$ cat config.mk
export PLATFORM = sky130hd
export DESIGN_NAME = pwm_capture
export DESIGN_NICKNAME = d
export VERILOG_FILES = /design/src/rtl/pwm_pkg.sv /design/src/rtl/pwm_sync.sv /design/src/rtl/pwm_capture.sv
export SDC_FILE = /design/constraint.sdc
export NUM_CORES = 1
export LEC_CHECK = 0
export CAP_MARGIN = 20
export CELL_PAD_IN_SITES_DETAIL_PLACEMENT = 2
export CELL_PAD_IN_SITES_GLOBAL_PLACEMENT = 2
export CORE_MARGIN = 8
export CORE_UTILIZATION = 35
export CTS_CLUSTER_SIZE = 16
export DETAILED_ROUTE_END_ITERATION = 6
export PLACE_DENSITY_LB_ADDON = 0.1
export SYNTH_ARGS = -nofsm -noshare
export SYNTH_HDL_FRONTEND = slang
export SYNTH_SLANG_ARGS = --single-unit
export TNS_END_PERCENT = 1
$ cat constraint.sdc
create_clock -name clock -period 2.2 [get_ports clock]
set_clock_uncertainty 0.05 [all_clocks]
set_input_delay 0.66 -clock clock [delete_from_list [all_inputs] [get_ports clock]]
set_output_delay 0.66 -clock clock [all_outputs]
set_load 0.05 [all_outputs]
$ cat src/rtl/pwm_pkg.sv
// Shared definitions for the PWM generator / capture pair: counter sizing,
// capture FSM encoding, the edge-detector bundle and the stuck duty convention.
package pwm_pkg;

    localparam int TPWM_NOMINAL = 10;

    // Capture FSM encoding, kept as plain constants so older blocks can share it.
    localparam logic [1:0] ST_ACQ   = 2'd0;
    localparam logic [1:0] ST_MEAS  = 2'd1;
    localparam logic [1:0] ST_STUCK = 2'd2;

    typedef struct packed {
        logic s;
        logic rise;
        logic fall;
    } edge_t;

    function automatic int cnt_width(input int tmax);
        return $clog2(tmax + 1);
    endfunction

    // A stuck-low line reads as duty 0, a stuck-high line as a full period.
    function automatic int stuck_duty(input int tpwm, input logic level);
        return level ? tpwm : 0;
    endfunction

endpackage

$ cat src/rtl/pwm_sync.sv
// Multi-flop synchronizer for an asynchronous level, plus a one-clock history
// register giving single-cycle rise/fall pulses in the clock domain.
module pwm_sync
    import pwm_pkg::*;
#(
    parameter int SYNC_STAGES = 2
) (
    input  logic  clock,
    input  logic  resetn,
    input  logic  din,
    output edge_t ev
);

    logic [SYNC_STAGES-1:0] sync_q;
    logic                   prev_q;
    logic                   s_w;

    always_ff @(posedge clock or negedge resetn) begin
        if (!resetn) begin
            sync_q <= '0;
            prev_q <= 1'b0;
        end else begin
            sync_q <= {sync_q[SYNC_STAGES-2:0], din};
            prev_q <= sync_q[SYNC_STAGES-1];
        end
    end

    assign s_w = sync_q[SYNC_STAGES-1];
    assign ev  = '{s: s_w, rise: s_w & ~prev_q, fall: ~s_w & prev_q};

endmodule

$ cat src/rtl/pwm_capture.sv
// Measures high time and period of an asynchronous PWM input, one report per
// period, with a timeout report when the line stops toggling.
module pwm_capture
    import pwm_pkg::*;
#(
    parameter int  TPWM        = TPWM_NOMINAL,
    parameter int  TMAX        = 4 * TPWM,
    parameter int  SYNC_STAGES = 2,
    localparam int CW          = cnt_width(TMAX)
) (
    input  logic          clock,
    input  logic          resetn,
    input  logic          iPWM,
    output logic [CW-1:0] oDC,
    output logic [CW-1:0] oPeriod,
    output logic          oValid,
    output logic          oStuck
);

    localparam logic [CW-1:0] TMAX_C = CW'(TMAX);

    edge_t         ev;
    logic [1:0]    state;
    logic [CW-1:0] pcnt;
    logic [CW-1:0] hcnt;
    logic          at_tmax;

    pwm_sync #(.SYNC_STAGES(SYNC_STAGES)) u_sync (
        .clock  (clock),
        .resetn (resetn),
        .din    (iPWM),
        .ev     (ev)
    );

    function automatic logic [CW-1:0] sat_inc(input logic [CW-1:0] v);
        return (v >= TMAX_C) ? v : v + 1'b1;
    endfunction

    assign at_tmax = (pcnt == TMAX_C);

    // oValid is a one-cycle strobe with no ready: a consumer must take
    // oDC/oPeriod/oStuck in the strobe cycle (they then hold until the next one).
    always_ff @(posedge clock or negedge resetn) begin
        if (!resetn) begin
            state   <= ST_ACQ;
            pcnt    <= '0;
            hcnt    <= '0;
            oDC     <= '0;
            oPeriod <= '0;
            oValid  <= 1'b0;
            oStuck  <= 1'b0;
        end else begin
            oValid <= 1'b0;
            case (state)
                ST_STUCK: begin
                    if (ev.rise) begin
                        state <= ST_MEAS;
                        pcnt  <= CW'(1);
                        hcnt  <= CW'(1);
                    end else if (ev.fall) begin
                        state <= ST_ACQ;
                        pcnt  <= '0;
                        hcnt  <= '0;
                    end
                end
                default: begin
                    if (ev.rise) begin
                        // A rise wins over a simultaneous timeout; in ACQ the
                        // period just ended was partial and is dropped.
                        if (state == ST_MEAS) begin
                            oPeriod <= pcnt;
                            oDC     <= hcnt;
                            oStuck  <= 1'b0;
                            oValid  <= 1'b1;
                        end
                        state <= ST_MEAS;
                        pcnt  <= CW'(1);
                        hcnt  <= CW'(1);
                    end else begin
                        pcnt <= sat_inc(pcnt);
                        if (ev.s) begin
                            hcnt <= sat_inc(hcnt);
                        end
                        if (at_tmax) begin
                            state   <= ST_STUCK;
                            oPeriod <= '0;
                            oDC     <= CW'(stuck_duty(TPWM, ev.s));
                            oStuck  <= 1'b1;
                            oValid  <= 1'b1;
                        end
                    end
                end
            endcase
        end
    end

endmodule
After elaboration in Yosys (flattened, before gate mapping) --
Index checks and enable logic that the tools add are counted.
Word-level totals: bits in registers 31, bits of input ports 3
Cells by class: eq/ne operators 7, multiplexer cells 28, reductions and logical operators 7, bitwise gates (word level) 5, add/subtract/negate cells 2, magnitude comparators 2
Operator list (count):
- 6-bit two-way mux | 15
- 6-bit by 1-bit adder with 6-bit output, second input constant | 2
- 6-bit greater-or-equal comparator, second input constant | 2
- 2-bit two-way mux | 5
- 1-bit two-way mux | 7
- 6-bit equality test, second input constant | 1
- 3-bit by 2-bit != test with 1-bit output, second input constant | 2
- 3-bit AND reduction | 2
- 3-bit nonzero test | 2
- 4-bit two-way mux | 1
- 2-bit AND reduction | 2
- 3-bit != test, second input constant | 1
- 1-bit NOT | 3
- 1-bit bitwise AND | 2
- 2-bit by 1-bit equality test with 1-bit output, second input constant | 1
- 2-bit equality test, second input constant | 1
- 2-bit by 1-bit != test with 1-bit output, second input constant | 1
- 2-bit nonzero test | 1

Logic depth before layout (Yosys ltp) --
Gate-level depths: netlist of run 1.
depth after elaboration 5, depth in mapped cells 7

Modules after synthesis --
Synthesis of run 1 repeated with hierarchy kept, for this count alone.
Unflattened totals: cells, all modules 152, area total of the unflattened synthesis 1530.2 um^2
By module, submodules not included:
- pwm_capture | sequential area each 700.7 um^2, area an instance 1432.6 um^2, cells each 146, instances 1
- pwm_sync | sequential area each 75.1 um^2, area an instance 97.6 um^2, cells each 6, instances 1

Worst setup path after synthesis of run 1 --
OpenSTA, ideal clock, no wires.
kind reg2reg, start register u_sync.sync_q[1], end register oDC[0], setup slack 523 ps, data arrival time 1506 ps, clock period less this slack 1677 ps, cell stages (with the launch flop) 7, cell sequence dfrtp_1 > ha_1 > nand2b_1 > buf_2 > o21ba_2 > buf_6 > a22o_1
RTL lines:
- start, declared | RTL line pwm_sync.sv:14 | logic [SYNC_STAGES-1:0] sync_q;
- start signal, assigned | RTL line pwm_sync.sv:23 | sync_q <= {sync_q[SYNC_STAGES-2:0], din};
- end signal, assigned | RTL line pwm_capture.sv:72 | oDC <= hcnt;
- end signal, assigned | RTL line pwm_capture.sv:87 | oDC <= CW'(stuck_duty(TPWM, ev.s));
- end, declared | RTL line pwm_capture.sv:14 | output logic [CW-1:0] oDC,

Worst setup path in the final report of run 1 --
start register oValid, end output oValid
RTL lines:
- start, declared | RTL line pwm_capture.sv:16 | output logic oValid,
- start signal, assigned | RTL line pwm_capture.sv:50 | oValid <= 1'b0;
- start signal, assigned | RTL line pwm_capture.sv:53 | oValid <= 1'b0;
- start signal, assigned | RTL line pwm_capture.sv:74 | oValid <= 1'b1;
No word-level cell between the ends.

==> run_results.csv, run 1 <==
group,metric,value,unit
sta,setup_viol,0,
route,met1_length,1860,µm
sta,fin_tns_setup,0,ns
route,dr.first_iter.drc_count,32,
global_routing,antenna_found_initial,0,
setup_path,crit_fanout,1,
route,dr.max_layer_used,"met4",
clock_network,insertion_delay,0.28,ns
sta,final_hold_viol_count,0,
setup_path,slowest_delay,0.80,ns
setup_path,worst-path-buf-inv,1,
setup_path,path_cells,"clkdlybuf4s50_1",
synthesis,synthesis.area,0.00145,mm²
route,vias,1157,
setup_path,rr_worst_depth,5,
setup_path,rr_startpoint,"u_sync.sync_q[1]",
global_routing,grt_usage,0.137,
pwr,p_leak,0.831,nW
synthesis,synthArstFlopShare,1.00,
synthesis,synthFlopType,"dfrtp_1",
global_routing,grt_pass1_vias,1304,
run,max-cap-violations,0,
sta,clock.fmax,466,MHz
global_routing,grt_first_pass_wirelength,6920,µm
pwr,power.switching,0.638,mW
clock_network,htreeDepth,2,
placement,dp_hpwl,2930,µm
placement,gp_congestion,0.764,
floorplan,die_x,80.3,µm
floorplan,die_h,80.3,µm
setup_path,crit_type,"reg -> out",
floorplan,die-area,0.00645,mm²
route,wl_met3,244,µm
sta,rsz0062_at_grt,"false",
placement,placed_cells,199,
sta,min_period,2.14,ns
pwr,internal_power,1.21,mW
setup_path,cp.depth,1,
clock_network,clock-sinks,31,
clock_network,post_cts_buffers,0,
synthesis,yosysSeqAreaShare,0.536,
synthesis,synth_area_per_cell,11.0,µm²
synthesis,syn_nets,140,
setup_path,r2r_end,"hcnt[4]",
finish,final_common_cell,"dfrtp_1",
placement,io_buffers,16,
route,dr.pass1.iters,4,
setup_path,crit_family,"buffers and inverters",
clock_network,clkSlewWorstSetupHoldPaths,0.07,ns
placement,dp_slack,0.353,ns
floorplan,rows,23,
route,postRouteAntennaNets,0,
pwr,switching_share,0.346,
global_routing,grt_overflow,0,
setup_path,start_kind,"flip-flop",
sta,drv_slew,0,
sta,holdWs,0.316,ns
finish,fin_cells,207,
clock_network,cts_resized,0,
route,wire_per_inst,19.4,µm
setup_path,crit_slowest_cell,"clkdlybuf4s50_1",
clock_network,cts_made_buffers,5,
synthesis,ys_types,40,
finish,postLayoutCellArea,0.00177,mm²
worst_hold_path,hold_path_class,"reg -> reg",
worst_hold_path,holdPathStages,0,
worst_hold_path,hold_start,"u_sync.sync_q[0]",
setup_path,cp.required,1.49,ns
outcome,status,"completed",
global_routing,grt_max_degree,32,
finish,nets,164,
route,drc,0,
finish,final_cell_mix,"31 x dfrtp_1, 19 x buf_4, 10 x a22o_1, 10 x a21oi_1, 9 x o21ai_1",
placement,dpl-instance-area,0.00165,mm²
synthesis,ys_warn_count,0,
sta,post-route-period-util,0.975,
clock_network,clock_tree.buffer_depth,2,
floorplan,core,0.00400,mm²
pwr,ir_drop,0.335,mV
route,avgViaCountPerCell,5.59,
setup_path,critPathCaptureType,"primary output",
floorplan,start_util,0.362,
finish,diodes,0,
sta,worst_pin_slew,0.583,ns
clock_network,hold_buffers,0,
setup_path,rrSetupSlack,0.36,ns
finish,area_growth_syn_to_layout,22.4,%
route,drt_wl_total,4020,µm
synthesis,ys_ff_latch,31,
synthesis,syn_inst,132,
worst_hold_path,holdPathEnd,"u_sync.sync_q[1]",
route,routed-wl-met2,1860,µm
pwr,clockPowerShare,0.320,
clock_network,root_buffer,"clkbuf_8",
pwr,power_density,1040,mW/mm²
setup_path,cp.arrival,1.43,ns
pwr,seqPwrFrac,0.422,
sta,setup_ws,0.0552,ns
clock_network,cts_tree,"yes",
pwr,comb_power_share,0.258,
sta,slew_headroom,0.609,
synthesis,synth_edf_count,0,
finish,drive_gt1_frac,0.217,
floorplan,num_io_pins,17,
[how the worst max path moves through the flow]
| stage | start | slack [ns] | endpoint |
|---|---|---|---|
| 6_report | oValid | 0.06 | oValid |
| 5_1_grt | oValid | 0.03 | oValid |
| 4_1_cts | oValid | 0.04 | oValid |
| 3_5_place_dp | oValid | 0.35 | oValid |
| 3_3_place_gp | oValid | 0.40 | oValid |
| 2_1_floorplan | u_sync.sync_q[1] | 0.52 | oDC[0] |
[cells by family (layout without fill, tap and decap cells)]
group	after synthesis	count (layout)	synth area share
DFF	31	31	0.536
AOI/OAI and AO/OA	46	46	0.219
and+or+nand+nor	33	33	0.131
buffers and inverters	14	39	0.0432
muxes	3	3	0.0277
adders and majority gates	5	5	0.0432
[area by class of cell]
type                    count  area [µm²]
clock buffers               6        82.6
clock inverters             2        35.0
fillers                   424        2230
inverters                   9        33.8
multi-input cells          87         609
flip-flops and latches     31         776
well taps                  50        62.6
repair buffers             22         173
[synthesized netlist by cell type, types with 2 or more instances]
cell,number,area share
a211oi_1,2,0.010
a21oi_1,10,0.035
a22o_1,10,0.060
a31oi_1,2,0.0086
a32o_1,2,0.014
and2_1,2,0.0086
buf_2,2,0.0069
clkbuf_1,2,0.0052
dfrtp_1,31,0.54
ha_1,5,0.043
inv_1,8,0.021
mux2_4,2,0.021
nand2_1,2,0.0052
nand2b_1,4,0.017
nand3_1,6,0.021
nand4_1,2,0.0086
nor2_1,7,0.018
o21ai_0,3,0.010
o21ai_1,9,0.031
[power by group through the flow]
stage	logic [mW]	registers, mW	clock network (mW)
floorplan	0.173	0.913	0
CTS	0.483	0.779	0.599
global route	0.515	0.792	0.625
global placement	0.465	0.781	0
finish	0.476	0.778	0.591
detailed placement	0.481	0.790	0
[per-stage QoR]
stage	total power, mW	utilization
5_1_grt	1.93	0.443
3_5_place_dp	1.27	0.414
6_report	1.84	0.443
4_1_cts	1.86	0.443
2_1_floorplan	1.09	-
3_3_place_gp	1.25	0.414
[flip-flops by register name, indices dropped and copies added, names as in the netlist, 2 cells and up]
signal,flops
hcnt,6
oDC,6
oPeriod,6
pcnt,6
state,2
u_sync.sync_q,2
[per-layer routing]
metal | track usage | vias to the layer above
met2 | 0.213 | 27
li1 | - | 536
met1 | 0.174 | 589
met3 | 0.0413 | 5
met4 | 0.0545 | 0
met5 | 0 | -
(Power assumes the default switching activity.)
==> run 2: changes to the inputs <==
Settings changed: CTS_CLUSTER_DIAMETER set to 100, REMOVE_ABC_BUFFERS set to 1.
==> run_results.csv, run 2 (synthesis results as in run 1) <==
group,metric,value,unit
clock_network,root_buffer,"clkbuf_8",
setup_path,crit_fanout,1,
floorplan,rows,23,
global_routing,grt_pass1_vias,1293,
global_routing,antenna_found_initial,0,
outcome,status,"completed",
finish,final_common_cell,"dfrtp_1",
clock_network,cts_tree,"yes",
floorplan,start_util,0.362,
clock_network,htreeDepth,2,
global_routing,grt_first_pass_wirelength,7010,µm
floorplan,die_x,80.3,µm
global_routing,grt_overflow,0,
global_routing,grt_max_degree,32,
route,dr.first_iter.drc_count,44,
setup_path,slowest_delay,0.81,ns
clock_network,clkSlewWorstSetupHoldPaths,0.06,ns
finish,diodes,0,
sta,worst_pin_slew,0.538,ns
setup_path,crit_type,"reg -> out",
floorplan,die_h,80.3,µm
finish,drive_gt1_frac,0.210,
floorplan,core,0.00400,mm²
clock_network,clock_tree.buffer_depth,2,
clock_network,post_cts_buffers,0,
setup_path,path_cells,"clkdlybuf4s50_1",
setup_path,cp.required,1.49,ns
finish,nets,164,
finish,final_core_util,0.439,
sta,min_period,2.13,ns
clock_network,clock-sinks,31,
worst_hold_path,hold_path_class,"reg -> reg",
sta,post-route-period-util,0.968,
finish,final_cell_mix,"31 x dfrtp_1, 19 x buf_4, 10 x a22o_1, 10 x a21oi_1, 9 x o21ai_1",
route,drt_wl_total,4180,µm
sta,setup_viol,0,
route,dr.pass1.iters,4,
route,postRouteAntennaNets,0,
clock_network,insertion_delay,0.28,ns
setup_path,start_kind,"flip-flop",
sta,slew_headroom,0.639,
route,avgViaCountPerCell,5.48,
route,wire_per_inst,20.2,µm
finish,fin_cells,207,
sta,holdWs,0.312,ns
pwr,p_leak,0.822,nW
setup_path,cp.arrival,1.42,ns
clock_network,cts_made_buffers,5,
clock_network,hold_buffers,0,
route,drc,0,
placement,gp_congestion,0.755,
floorplan,num_io_pins,17,
run,max-cap-violations,0,
sta,final_hold_viol_count,0,
placement,io_buffers,16,
pwr,ir_drop,0.495,mV
placement,placed_cells,199,
finish,area_growth_syn_to_layout,21.2,%
pwr,power,1.75,mW
sta,clock.fmax,470,MHz
floorplan,die-area,0.00645,mm²
setup_path,critPathCaptureType,"primary output",
sta,rsz0062_at_grt,"false",
global_routing,grt_usage,0.141,
placement,dp_hpwl,3060,µm
pwr,power_density,1000,mW/mm²
setup_path,crit_family,"buffers and inverters",
setup_path,worst-path-buf-inv,1,
setup_path,crit_slowest_cell,"clkdlybuf4s50_1",
route,vias,1135,
sta,drv_slew,0,
clock_network,cts_resized,0,
==> run 2: final timing paths <==
| kind | from | endpoint | slack, ns | depth (start not counted) |
|---|---|---|---|---|
| min | u_sync.sync_q[0] | u_sync.sync_q[1] | 0.31 | 0 |
| max | oValid | oValid | 0.07 | 1 |
| min reg2reg | u_sync.sync_q[0] | u_sync.sync_q[1] | 0.31 | 0 |
| max reg2reg | u_sync.sync_q[1] | oPeriod[2] | 0.27 | 5 |
| min in group asynchronous | resetn | oStuck | 0.73 | 2 |
| max in group asynchronous | resetn | hcnt[1] | 1.07 | 2 |
==> run 2: final cells by class <==
type / instances / area [µm²]
Fill cell: 420 / 2250
Sequential cell: 31 / 776
Multi-Input combinational cell: 87 / 609
Timing Repair Buffer: 22 / 173
Clock buffer: 8 / 100
Tap cell: 50 / 62.6
Inverter: 9 / 33.8
==> run 2: per-layer routing <==
metal / up-vias / global-route usage / wire [µm]
li1: 530 / - / -
met1: 575 / 0.172 / 1950
met2: 24 / 0.226 / 1950
met3: 6 / 0.0458 / 225
met4: 0 / 0.0527 / 55
met5: - / 0 / 0
==> run 2: through the flow <==
step / instance area (µm²) / TNS, ns / setup slack, ns
2_1_floorplan: 1420 / -0.465 / -0.140
3_3_place_gp: 1650 / 0 / 0.389
5_1_grt: 1750 / 0 / 0.00583
6_report: 1750 / 0 / 0.0714
3_5_place_dp: 1650 / 0 / 0.278
4_1_cts: 1750 / 0 / 0.0377
==> run 2: report_power, final <==
| part | internal, mW | switching, mW | leakage (nW) |
|---|---|---|---|
| Clock | 0.285 | 0.213 | 0.0515 |
| Combinational | 0.175 | 0.306 | 0.373 |
| Sequential | 0.665 | 0.109 | 0.397 |
==> run 3: changes to the inputs <==
Settings changed: GPL_ROUTABILITY_DRIVEN set to 0.
==> results of run 3 <==
No change in the layout: final DEF, timing and power equal those of run 2.
